--- config.mk ---
export PLATFORM = sky130hd
export DESIGN_NAME = md_unit
export DESIGN_NICKNAME = d
export VERILOG_FILES = /design/src/rtl/md_unit.sv
export SDC_FILE = /design/constraint.sdc
export NUM_CORES = 1
export LEC_CHECK = 0
export CAP_MARGIN = 40
export CELL_PAD_IN_SITES_DETAIL_PLACEMENT = 1
export CELL_PAD_IN_SITES_GLOBAL_PLACEMENT = 1
export CORE_ASPECT_RATIO = 1.5
export CORE_MARGIN = 2
export CORE_UTILIZATION = 48
export CTS_CLUSTER_SIZE = 25
export DETAILED_ROUTE_END_ITERATION = 16
export GPL_TIMING_DRIVEN = 0
export PLACE_DENSITY = 0.86
export SKIP_LAST_GASP = 1
export SLEW_MARGIN = 20
export SYNTH_ARGS = -nofsm -noshare
export SYNTH_HDL_FRONTEND = slang
export SYNTH_SLANG_ARGS = --single-unit
--- constraint.sdc ---
create_clock -name CLK -period 6.4 [get_ports CLK]
set_clock_uncertainty 0.1 [all_clocks]
set_input_delay 1.6 -clock CLK [delete_from_list [all_inputs] [get_ports CLK]]
set_output_delay 1.6 -clock CLK [all_outputs]
set_load 0.02 [all_outputs]
--- src/rtl/md_unit.sv ---
// RV32/64 M-extension multiply/divide unit: iterative radix-2 shift-add multiply
// and restoring divide on operand magnitudes, with a final sign-fix cycle.
module md_unit #(
  parameter int XLEN  = 32,
  parameter int CNT_W = $clog2(XLEN) + 1
) (
  input  logic            CLK,
  input  logic            RESET,
  input  logic            START,
  input  logic [2:0]      FUNC3,
  input  logic [XLEN-1:0] OP_A,
  input  logic [XLEN-1:0] OP_B,
  input  logic [4:0]      REG_WRITE_ADDR_IN,
  input  logic            FLUSH,
  input  logic            HOLD,
  output logic            BUSY,
  output logic            RESULT_VALID,
  output logic [XLEN-1:0] RESULT,
  output logic [4:0]      REG_WRITE_ADDR_OUT
);

  typedef enum logic [1:0] {IDLE, CALC, FIX, DONE} state_t;

  state_t              state, state_next;
  logic [CNT_W-1:0]    cnt;
  logic [2:0]          func_q;
  logic                a_neg, b_neg;
  logic                special_q;
  logic [XLEN-1:0]     operand;
  logic [2*XLEN-1:0]   acc;

  logic                accept;
  logic                a_signed, b_signed;
  logic                a_neg_in, b_neg_in;
  logic [XLEN-1:0]     a_mag_in, b_mag_in;
  logic                div_zero, div_ovf, special_in;
  logic [XLEN-1:0]     special_res;
  logic [XLEN:0]       mul_sum;
  logic [XLEN:0]       div_trial;
  logic [2*XLEN-1:0]   step_next;
  logic [2*XLEN-1:0]   prod_s;
  logic [XLEN-1:0]     fix_res;
  logic                last_step;

  always_comb begin
    a_signed = 1'b0;
    b_signed = 1'b0;
    case (FUNC3)
      3'b000, 3'b001, 3'b100, 3'b110: begin
        a_signed = 1'b1;
        b_signed = 1'b1;
      end
      3'b010:  a_signed = 1'b1;
      default: ;
    endcase
  end

  assign a_neg_in = a_signed & OP_A[XLEN-1];
  assign b_neg_in = b_signed & OP_B[XLEN-1];
  assign a_mag_in = a_neg_in ? -OP_A : OP_A;
  assign b_mag_in = b_neg_in ? -OP_B : OP_B;

  assign div_zero   = FUNC3[2] && (OP_B == '0);
  assign div_ovf    = FUNC3[2] && !FUNC3[0] &&
                      (OP_A == {1'b1, {(XLEN-1){1'b0}}}) && (OP_B == '1);
  assign special_in = div_zero | div_ovf;

  // FUNC3[1] selects the remainder flavour of the special-case answer
  always_comb begin
    if (div_zero) special_res = FUNC3[1] ? OP_A : '1;
    else          special_res = FUNC3[1] ? '0 : OP_A;
  end

  assign accept = START && !FLUSH &&
                  ((state == IDLE) || ((state == DONE) && !HOLD));

  assign last_step = (cnt == CNT_W'(XLEN - 1));

  // One iteration: multiply adds the multiplicand into the upper half and shifts
  // right; divide shifts {rem,quo} left and keeps the trial subtraction if it fits.
  always_comb begin
    mul_sum   = {1'b0, acc[2*XLEN-1:XLEN]} + (acc[0] ? {1'b0, operand} : '0);
    div_trial = acc[2*XLEN-1:XLEN-1] - {1'b0, operand};
    if (!func_q[2])
      step_next = {mul_sum, acc[XLEN-1:1]};
    else if (!div_trial[XLEN])
      step_next = {div_trial[XLEN-1:0], acc[XLEN-2:0], 1'b1};
    else
      step_next = {acc[2*XLEN-2:0], 1'b0};
  end

  assign prod_s = (a_neg ^ b_neg) ? -acc : acc;

  always_comb begin
    case (func_q)
      3'b000:                 fix_res = prod_s[XLEN-1:0];
      3'b001, 3'b010, 3'b011: fix_res = prod_s[2*XLEN-1:XLEN];
      3'b100, 3'b101:         fix_res = (a_neg ^ b_neg) ? -acc[XLEN-1:0] : acc[XLEN-1:0];
      default:                fix_res = a_neg ? -acc[2*XLEN-1:XLEN] : acc[2*XLEN-1:XLEN];
    endcase
  end

  always_ff @(posedge CLK or negedge RESET) begin
    if (!RESET) state <= IDLE;
    else        state <= state_next;
  end

  always_comb begin
    state_next   = state;
    BUSY         = 1'b0;
    RESULT_VALID = 1'b0;
    case (state)
      IDLE: if (accept) state_next = CALC;
      CALC: begin
        BUSY = 1'b1;
        if (special_q)      state_next = DONE;
        else if (last_step) state_next = FIX;
      end
      FIX: begin
        BUSY       = 1'b1;
        state_next = DONE;
      end
      DONE: begin
        RESULT_VALID = 1'b1;
        if (!HOLD) state_next = accept ? CALC : IDLE;
      end
      default: state_next = IDLE;
    endcase
    if (FLUSH) state_next = IDLE;
  end

  // Special-case answers ride in acc so RESULT only changes on entry to DONE
  always_ff @(posedge CLK or negedge RESET) begin
    if (!RESET) begin
      cnt                <= '0;
      func_q             <= '0;
      a_neg              <= 1'b0;
      b_neg              <= 1'b0;
      special_q          <= 1'b0;
      operand            <= '0;
      acc                <= '0;
      RESULT             <= '0;
      REG_WRITE_ADDR_OUT <= '0;
    end else if (accept) begin
      cnt                <= '0;
      func_q             <= FUNC3;
      a_neg              <= a_neg_in;
      b_neg              <= b_neg_in;
      special_q          <= special_in;
      REG_WRITE_ADDR_OUT <= REG_WRITE_ADDR_IN;
      if (special_in) begin
        operand <= '0;
        acc     <= {{XLEN{1'b0}}, special_res};
      end else if (FUNC3[2]) begin
        operand <= b_mag_in;
        acc     <= {{XLEN{1'b0}}, a_mag_in};
      end else begin
        operand <= a_mag_in;
        acc     <= {{XLEN{1'b0}}, b_mag_in};
      end
    end else if (!FLUSH && (state == CALC)) begin
      if (special_q) begin
        RESULT <= acc[XLEN-1:0];
      end else begin
        cnt <= cnt + CNT_W'(1);
        acc <= step_next;
      end
    end else if (!FLUSH && (state == FIX)) begin
      RESULT <= fix_res;
    end
  end

endmodule

=== Yosys cells after proc, flatten, opt, wreduce, memory -nomap -nowiden ===
Index checks and enable logic that the tools add are counted.

* Add/subtract/negate cells: 8
* Equal/unequal tests: 20
* Mux-type cells: 36
* Bitwise logic cells: 5
* Reductions and logical operators: 27

{| class="wikitable"
|+ Operator list
! kind !! number
|-
| $mux 32 || 15
|-
| $mux 64 || 6
|-
| $neg 32->32 || 4
|-
| $pmux 32 s3 || 1
|-
| $eq 32x32->1 const B || 2
|-
| $neg 64->64 || 1
|-
| $add 32x32->33 || 1
|-
| $sub 33x32->33 || 1
|-
| $logic_not 32->1 || 1
|-
| $mux 6 || 3
|-
| $eq 3x3->1 const B || 4
|-
| $mux 2 || 5
|-
| $eq 3x2->1 const B || 3
|-
| $logic_and 1x1->1 || 9
|-
| $pmux 2 s4 || 1
|-
| $add 6x1->6 const B || 1
|-
| $eq 3x1->1 const B || 2
|-
| $eq 6x5->1 const B || 1
|-
| $logic_not 3->1 || 2
|-
| $ne 3x3->1 const B || 2
|-
| $reduce_and 3->1 || 2
|-
| $mux 1 || 5
|-
| $reduce_or 5->1 || 1
|-
| $eq 2x2->1 const B || 2
|-
| other kinds (16) || 21
|}

* Flip-flop bits (word level): 147
* Input bits: 77
* Output and inout bits: 39
* Logic and storage cells: 106

=== Logic depth before layout (Yosys ltp) ===
Gate-level depths: netlist of the first run.

* Word-level depth: 8
* Gate-level depth with buffers: 14
* Gate-level depth less buffers: 13

=== Worst setup path before layout of the first run ===
No wires, ideal clock.

* Path type: input-to-reg
* Start point: input OP_B[11]
* End point: register acc[5]
* Library setup time: 0.138 ns
* Arrival time: 4.187 ns
* Required time: 6.162 ns
* Slack: 1.975 ns
* Cell stages on the path: 10
* Buffers on the path: 2
* Cells stage by stage: or4_1 nor4_1 nand3_1 or3_1 clkbuf_1 nand2_1 nor2_1 clkbuf_1 a222oi_1 o21ai_0

* Word-level cells in the longest chain between the ends: 5
* Elaborated cells on any way between the ends: 8
* Classes of those cells: eq/ne: 1; mux: 3; bitwise: 1; reduce/logical: 3

{| class="wikitable"
|+ RTL lines
! what !! RTL line !! RTL
|-
| from (decl) || 12 || <nowiki>input logic [XLEN-1:0] OP_B,</nowiki>
|-
| $eq 32x32->1 or $logic_not 32->1 (tied branches) || 65, 63 ||
|-
| $logic_and 1x1->1, on equally long branches || 65, 63 ||
|-
| $or 1x1->1 or $mux 32 (tied branches) || 66, 70 ||
|-
| $mux 32 (*) || 151 || <nowiki>if (special_in) begin</nowiki>
|-
| $mux 64 (*) || 144 || <nowiki>end else if (accept) begin</nowiki>
|-
| to (signal assigned) || 153 || <nowiki>acc <= {{XLEN{1'b0}}, special_res};</nowiki>
|-
| to (signal assigned) || 156 || <nowiki>acc <= {{XLEN{1'b0}}, a_mag_in};</nowiki>
|-
| to (signal assigned) || 159 || <nowiki>acc <= {{XLEN{1'b0}}, b_mag_in};</nowiki>
|-
| to (decl) || 30 || <nowiki>logic [2*XLEN-1:0] acc;</nowiki>
|}

Every way passes the cells marked *; elsewhere a longest branch is shown, timed or not.
A chain may end at the register's enable or synchronous reset.

=== Worst setup path after layout of the first run ===
* Start point: input OP_B[11]
* End point: register acc[25]

* Word-level cells in the longest chain between the ends: 5
* Elaborated cells on any way between the ends: 11
* Classes of those cells: add/sub: 1; eq/ne: 1; mux: 5; bitwise: 1; reduce/logical: 3

{| class="wikitable"
|+ RTL lines
! what !! RTL line !! RTL
|-
| $neg 32->32 (tied with other cells) || 61 || <nowiki>assign b_mag_in = b_neg_in ? -OP_B : OP_B;</nowiki>
|-
| $mux 32 (tied with other cells) || 61 ||
|-
| $mux 32 (tied with other cells) || 154 || <nowiki>end else if (FUNC3[2]) begin</nowiki>
|-
| $mux 32 (*) || 151 ||
|-
| $mux 64 (*) || 144 ||
|}

Marked as above.

==> results of run 1 <==
## registers in the layout, indices dropped and copies added, names as in the netlist
register / flops
acc: 64
RESULT: 32
operand: 32
cnt: 6
REG_WRITE_ADDR_OUT: 5
func_q: 3
state: 2
a_neg: 1
b_neg: 1
special_q: 1
## power groups by stage
stage	registers, mW	clock network (mW)	logic (mW)
floorplan	1.75	0	4.89
global placement	1.79	0	7.18
detailed placement	1.83	0	7.49
CTS	1.82	1.08	7.58
global route	1.88	1.12	8.44
finish	1.86	1.10	7.97
## worst paths after layout
path | to | cells after the start
worst max-delay path | acc[25] | 11
worst min-delay path | RESULT[0] | 2
worst max register to register | acc[62] | 14
worst min register to register | RESULT[0] | 2
max in group asynchronous | acc[50] | 2
min in group asynchronous | RESULT[14] | 1
## final cells by class
class	count	area [um2]
diodes	1	2.50
well taps	410	513
fillers	4125	14000
plain buffers	162	622
clock inverters	15	184
inverters	65	244
multi-input cells	1738	10900
clock buffers	17	425
flip-flops and latches	147	3680
repair buffers	124	1230
## cell usage after synthesis (all sizes together) (13+ instances only)
| cell | number | area [um2] |
|---|---|---|
| dfrtp | 147 | 3680 |
| a31oi | 24 | 150 |
| o221ai | 15 | 131 |
| o21ai | 206 | 1030 |
| a21o | 36 | 270 |
| nand2 | 223 | 837 |
| o211ai | 48 | 360 |
| xor2 | 82 | 718 |
| nand3 | 35 | 175 |
| or3 | 22 | 138 |
| nand4 | 23 | 144 |
| o22ai | 20 | 125 |
| inv | 64 | 240 |
| nor2 | 203 | 762 |
| clkbuf | 141 | 529 |
| nor4 | 26 | 190 |
| ha | 74 | 926 |
| nor2b | 18 | 113 |
| xnor2 | 99 | 867 |
| or4 | 15 | 124 |
| buf | 21 | 92.6 |
| o31ai | 34 | 255 |
| a21oi | 189 | 946 |
| nand2b | 19 | 126 |
| nor3 | 69 | 350 |
| and3 | 13 | 81.3 |
| a22oi | 20 | 150 |
| mux2i | 37 | 370 |
| and2 | 15 | 93.8 |
| a211oi | 30 | 225 |
## per-stage QoR
step | utilization | cells | hold WS, ps | area (um2)
after floorplan | - | 2112 | 350 | 15500
after global placement | 0.538 | 2636 | 354 | 17100
after detailed placement | 0.540 | 2642 | 366 | 17200
after CTS | 0.560 | 2674 | 387 | 17800
after global routing | 0.560 | 2678 | 404 | 17800
final | 0.560 | 2679 | 382 | 17800
## cells by family after synthesis
group,synth area share
AO/OA/AOI/OAI,0.295
AND/OR/NAND/NOR,0.217
buffers and inverters,0.0560
XOR/XNOR,0.102
flip-flops,0.238
adder cells (fa/ha/maj),0.0624
multiplexers,0.0298
## worst reg2reg max path: cells and delay by family, from the launching register on
family | cells | cell delay [ps]
AO/OA/AOI/OAI | 5 | 1530
adder cells (fa/ha/maj) | 2 | 490
buffers and inverters | 4 | 1760
flip-flops | 1 | 490
AND/OR/NAND/NOR | 3 | 870
## metal layers
layer,up-vias,global-route usage,wire length [um],part of all wire
li1,7971,-,-,-
met5,-,0,0,0
met3,501,0.126,6950,0.086
met1,9100,0.509,27300,0.34
met2,1227,0.770,37100,0.46
met4,0,0.465,9840,0.12
==> results.cfg, run 1 <==
[grt]
antenna_found_initial = 1
grtUsageTotal = 0.484
grt-ovfl-total = 0
first_global_vias = 19336
grt_max_degree = 84
grt_pass1_wl_mm = 121

[critical_path]
start_kind = input port
cp.required_ps = 6640
startpoint = OP_B[11]
worstPathCellList = clkdlybuf4s50_1 -> or4_1 -> nor4_1 -> nand3_1 -> or3_1 -> clkbuf_1 -> nand2_1 -> nor2_1 -> clkbuf_1 -> o211ai_1 -> nand3_1
cpMaxStageDelayCell = nor4_1
setup.worst_path.end_class = flop
cp_top_family = simple AND/OR/NAND/NOR gates
r2r_setup_slack_ps = 1100
crit_path_max_fanout = 10
max_stage_delay_ps = 650
path_class = input port to flop
worst-path-buf-inv = 3
rr_startpoint = acc[31]
worstPathArrival_ps = 6020

[route]
antenna_left = 0
vias = 18799
firstDrtPassIters = 6
wl_per_cell_um = 30.3
via_per_inst = 7.02
totalWireLength_mm = 81.1
drc = 0
drtIter0Drc = 1686

[clock_tree]
clk_pin_slew_ps = 70
cts_resized = 0
clock_latency_ps = 490
cts.path.max_buffers = 2
cts_hold_buf = 0
post_cts_buffers = 0
h-tree-depth = 4
cts_root_buffer = clkbuf_16
cts_buffers = 17
cts.sinks = 147
cts_tree = done

[die]
die-height_um = 224
die_w_um = 151
rows = 80
core_area_um2 = 31800
pin_count = 116
initial_core_util = 0.486
die-area_um2 = 33700

[sta]
max_freq_ghz = 0.173
period_minus_slack_ps = 5780
rsz0062_at_grt = no
slew_viol_final = 0
fin_crit_sh = 0.904
tightest_slew_ps = 949
setup_ws_ps = 616
tns_ps = 0
slew_headroom = 0.362
hold_viol_final = 0
finalSetupViolCount = 0

[placed_design]
port_buffers = 114
place_ws_ps = 362
gp_congestion = 1.04
hpwl_mm = 62.9

[power]
p_sw_frac = 0.579
total_power_mw = 10.9
intPower_mw = 4.60
peakVddDrop_v = 0.000279
seqPwrFrac = 0.170
power_density_nw_per_um2 = 612
clkPwrFrac = 0.101
combPwrFrac = 0.729
switchingPower_mw = 6.32
power_leakage_nw = 7.32

[final_layout]
fin_nets = 2408
layout_common_cells = nand2_1, nor2_1, o21ai_0
area_growth_syn_to_layout_pct = 15.3
layout_commonest_cell = nand2_1
drive_above_1_share = 0.0397

[job]
max_cap_violations = 0

[yosys]
ys_seq_elements = 147
ys.warnings.count = 0
synth_area_per_cell_um2 = 7.33
syn_area_um2 = 15500
synth_edf_count = 0
synth_top_flop_cell = dfrtp_1
syn-num-nets = 2265
synth_cells = 2112
synthArstFlopShare = 1.00
synth-seq-area-share = 0.238
ys_types = 78

[worst_hold_path]
hold_start = RESULT[0]
hold_class = flop to flop

[outcome]
outcome = finished clean
Power figures use the tool's default switching activity.
==> run 2, diff against run 1 <==
==> constraint.sdc (replaced) <==
create_clock -name CLK -period 6.4 [get_ports CLK]
set_clock_uncertainty 0.1 [all_clocks]
set_input_delay 1.6 -clock CLK [delete_from_list [all_inputs] [get_ports CLK]]
set_output_delay 1.6 -clock CLK [all_outputs]
set_load 0.05 [all_outputs]
==> results of run 2 <==
Same layout as run 1 (identical final DEF). Status: finished clean.
Main changes from that run: total power 10.9 mW -> 11.2 mW; worst IR drop on VDD 0.000279 V -> 0.000280 V
==> run 3, diff against run 2 <==
--- a/config.mk
+++ b/config.mk
@@ -9,7 +9,7 @@
 export CELL_PAD_IN_SITES_DETAIL_PLACEMENT = 1
 export CELL_PAD_IN_SITES_GLOBAL_PLACEMENT = 1
 export CORE_ASPECT_RATIO = 1.5
-export CORE_MARGIN = 2
+export CORE_MARGIN = 1.5
 export CORE_UTILIZATION = 48
 export CTS_CLUSTER_SIZE = 25
 export DETAILED_ROUTE_END_ITERATION = 16
==> run 3 against run 2 <==
Compared with the run above:
- sequential power about the same
- sequential share of layout area about the same
- power down 1.3%
- combinational power down 0.8%
- critical endpoint unchanged
- design area down 0.11%
- routed wire length down 1.1%
- fmax down 0.87%
- global-route usage down 0.11 points
- setup slack worse by 51 ps
- via count down 0.69%
==> results.cfg, run 3 (synthesis gave the netlist of run 1 again) <==
[critical_path]
worst-path-buf-inv = 3
rr_startpoint = acc[31]
r2r_setup_slack_ps = 1180
cpMaxStageDelayCell = nor4_1
critical_path.endpoint = acc[25]
crit_path_max_fanout = 10
path_class = input port to flop
cp.required_ps = 6620
r2r_cells = 14
worstPathArrival_ps = 6050
max_stage_delay_ps = 690
cp.depth = 11
cp_top_family = simple AND/OR/NAND/NOR gates
worstPathCellList = clkdlybuf4s50_1 -> or4_1 -> nor4_1 -> nand3_1 -> or3_1 -> clkbuf_1 -> nand2_1 -> nor2_1 -> clkbuf_1 -> o211ai_1 -> nand3_1
worst_r2r_endpoint = acc[46]
start_kind = input port
startpoint = OP_B[11]
setup.worst_path.end_class = flop

[final_layout]
largestRegisters = acc (64), RESULT (32), operand (32)
seq_area_um2 = 3680
area_growth_syn_to_layout_pct = 15.2
fin_util = 0.562
layout_commonest_cell = nand2_1
regMostFlops = acc
fillers = 4086
fin_nets = 2409
multi_input_area_um2 = 10900
fin_area_um2 = 17800
layout_common_cells = nand2_1, nor2_1, o21ai_0
drive_above_1_share = 0.0397
largest_reg_flops = 64

[clock_tree]
h-tree-depth = 4
cts_resized = 0
clock_latency_ps = 480
cts_tree = done
cts_root_buffer = clkbuf_16
clk_pin_slew_ps = 70
cts_buffers = 17
cts.path.max_buffers = 2
cts.sinks = 147
cts_hold_buf = 0
post_cts_buffers = 0

[grt]
grt-ovfl-total = 0
grt_max_degree = 83
grt_pass1_wl_mm = 119
first_global_vias = 19406
grtUsageTotal = 0.483
antenna_found_initial = 3

[power]
power_density_nw_per_um2 = 621
power_leakage_nw = 7.31
peakVddDrop_v = 0.000228

[sta]
slew_viol_final = 0
setup_ws_ps = 565
hold_viol_final = 0
slew_headroom = 0.335
tightest_slew_ps = 998
period_minus_slack_ps = 5840
tns_ps = 0
fin_crit_sh = 0.912
max_freq_ghz = 0.171
finalSetupViolCount = 0
rsz0062_at_grt = no

[job]
max_cap_violations = 0

[worst_hold_path]
hold_class = flop to flop

[outcome]
outcome = finished clean

[placed_design]
port_buffers = 114
dpl-instance-area_um2 = 17200
gp_congestion = 1.06
place_ws_ps = 367
hpwl_mm = 62.7

[route]
wl_per_cell_um = 29.9
totalWireLength_mm = 80.2
antenna_left = 0
via_per_inst = 6.97
drc = 0
firstDrtPassIters = 7
vias = 18669
drtIter0Drc = 1755

[die]
rows = 80
pin_count = 116
die-height_um = 223
initial_core_util = 0.488
core_area_um2 = 31700
die-area_um2 = 33300
die_w_um = 150
==> run 3: worst min-delay path by stage <==
stage / start / to / slack (ps) / cells past startpoint
2_1_floorplan: operand[11] / operand[11] / 350 / 2
3_3_place_gp: RESULT[0] / RESULT[0] / 350 / 2
3_5_place_dp: REG_WRITE_ADDR_OUT[2] / REG_WRITE_ADDR_OUT[2] / 370 / 2
4_1_cts: operand[19] / operand[19] / 390 / 2
5_1_grt: RESULT[23] / RESULT[23] / 420 / 2
6_report: operand[19] / operand[19] / 390 / 2
==> run 3: layout make-up <==
| class | count | share of cell area |
|---|---|---|
| well taps | 410 | 0.0288 |
| plain buffers | 162 | 0.0349 |
| flip-flops and latches | 147 | 0.206 |
| inverters | 65 | 0.0137 |
| diodes | 1 | 0.000140 |
| multi-input cells | 1738 | 0.614 |
| repair buffers | 125 | 0.0698 |
| clock buffers | 17 | 0.0239 |
| clock inverters | 15 | 0.00878 |
==> run 3: metrics by stage <==
step	power [mW]	cells	hold WS [ps]
6_report	11.1	2680	385
5_1_grt	11.6	2679	417
4_1_cts	10.6	2672	391
3_5_place_dp	9.54	2640	373
3_3_place_gp	9.23	2636	354
2_1_floorplan	6.92	2112	350
==> run 3: tightest hold or removal path: stages (launching register included) <==
cell	delay (ps)
dfrtp_1	340
nand2_1	50
o21ai_0	60
==> run 3: routing by layer <==
layer | vias to the layer above | track usage | share of wire
met5 | - | 0 | 0.00039
met4 | 4 | 0.491 | 0.12
met3 | 491 | 0.119 | 0.082
met2 | 1164 | 0.777 | 0.46
met1 | 9046 | 0.495 | 0.33
li1 | 7964 | - | -
==> run 3: report_power, final <==
part / leakage (nW) / switching (mW) / total (mW) / internal (mW)
logic: 5.19 / 5.48 / 8.17 / 2.69
registers: 1.84 / 0.514 / 1.86 / 1.34
clock network: 0.281 / 0.508 / 1.03 / 0.521
total: 7.31 / 6.51 / 11.1 / 4.55
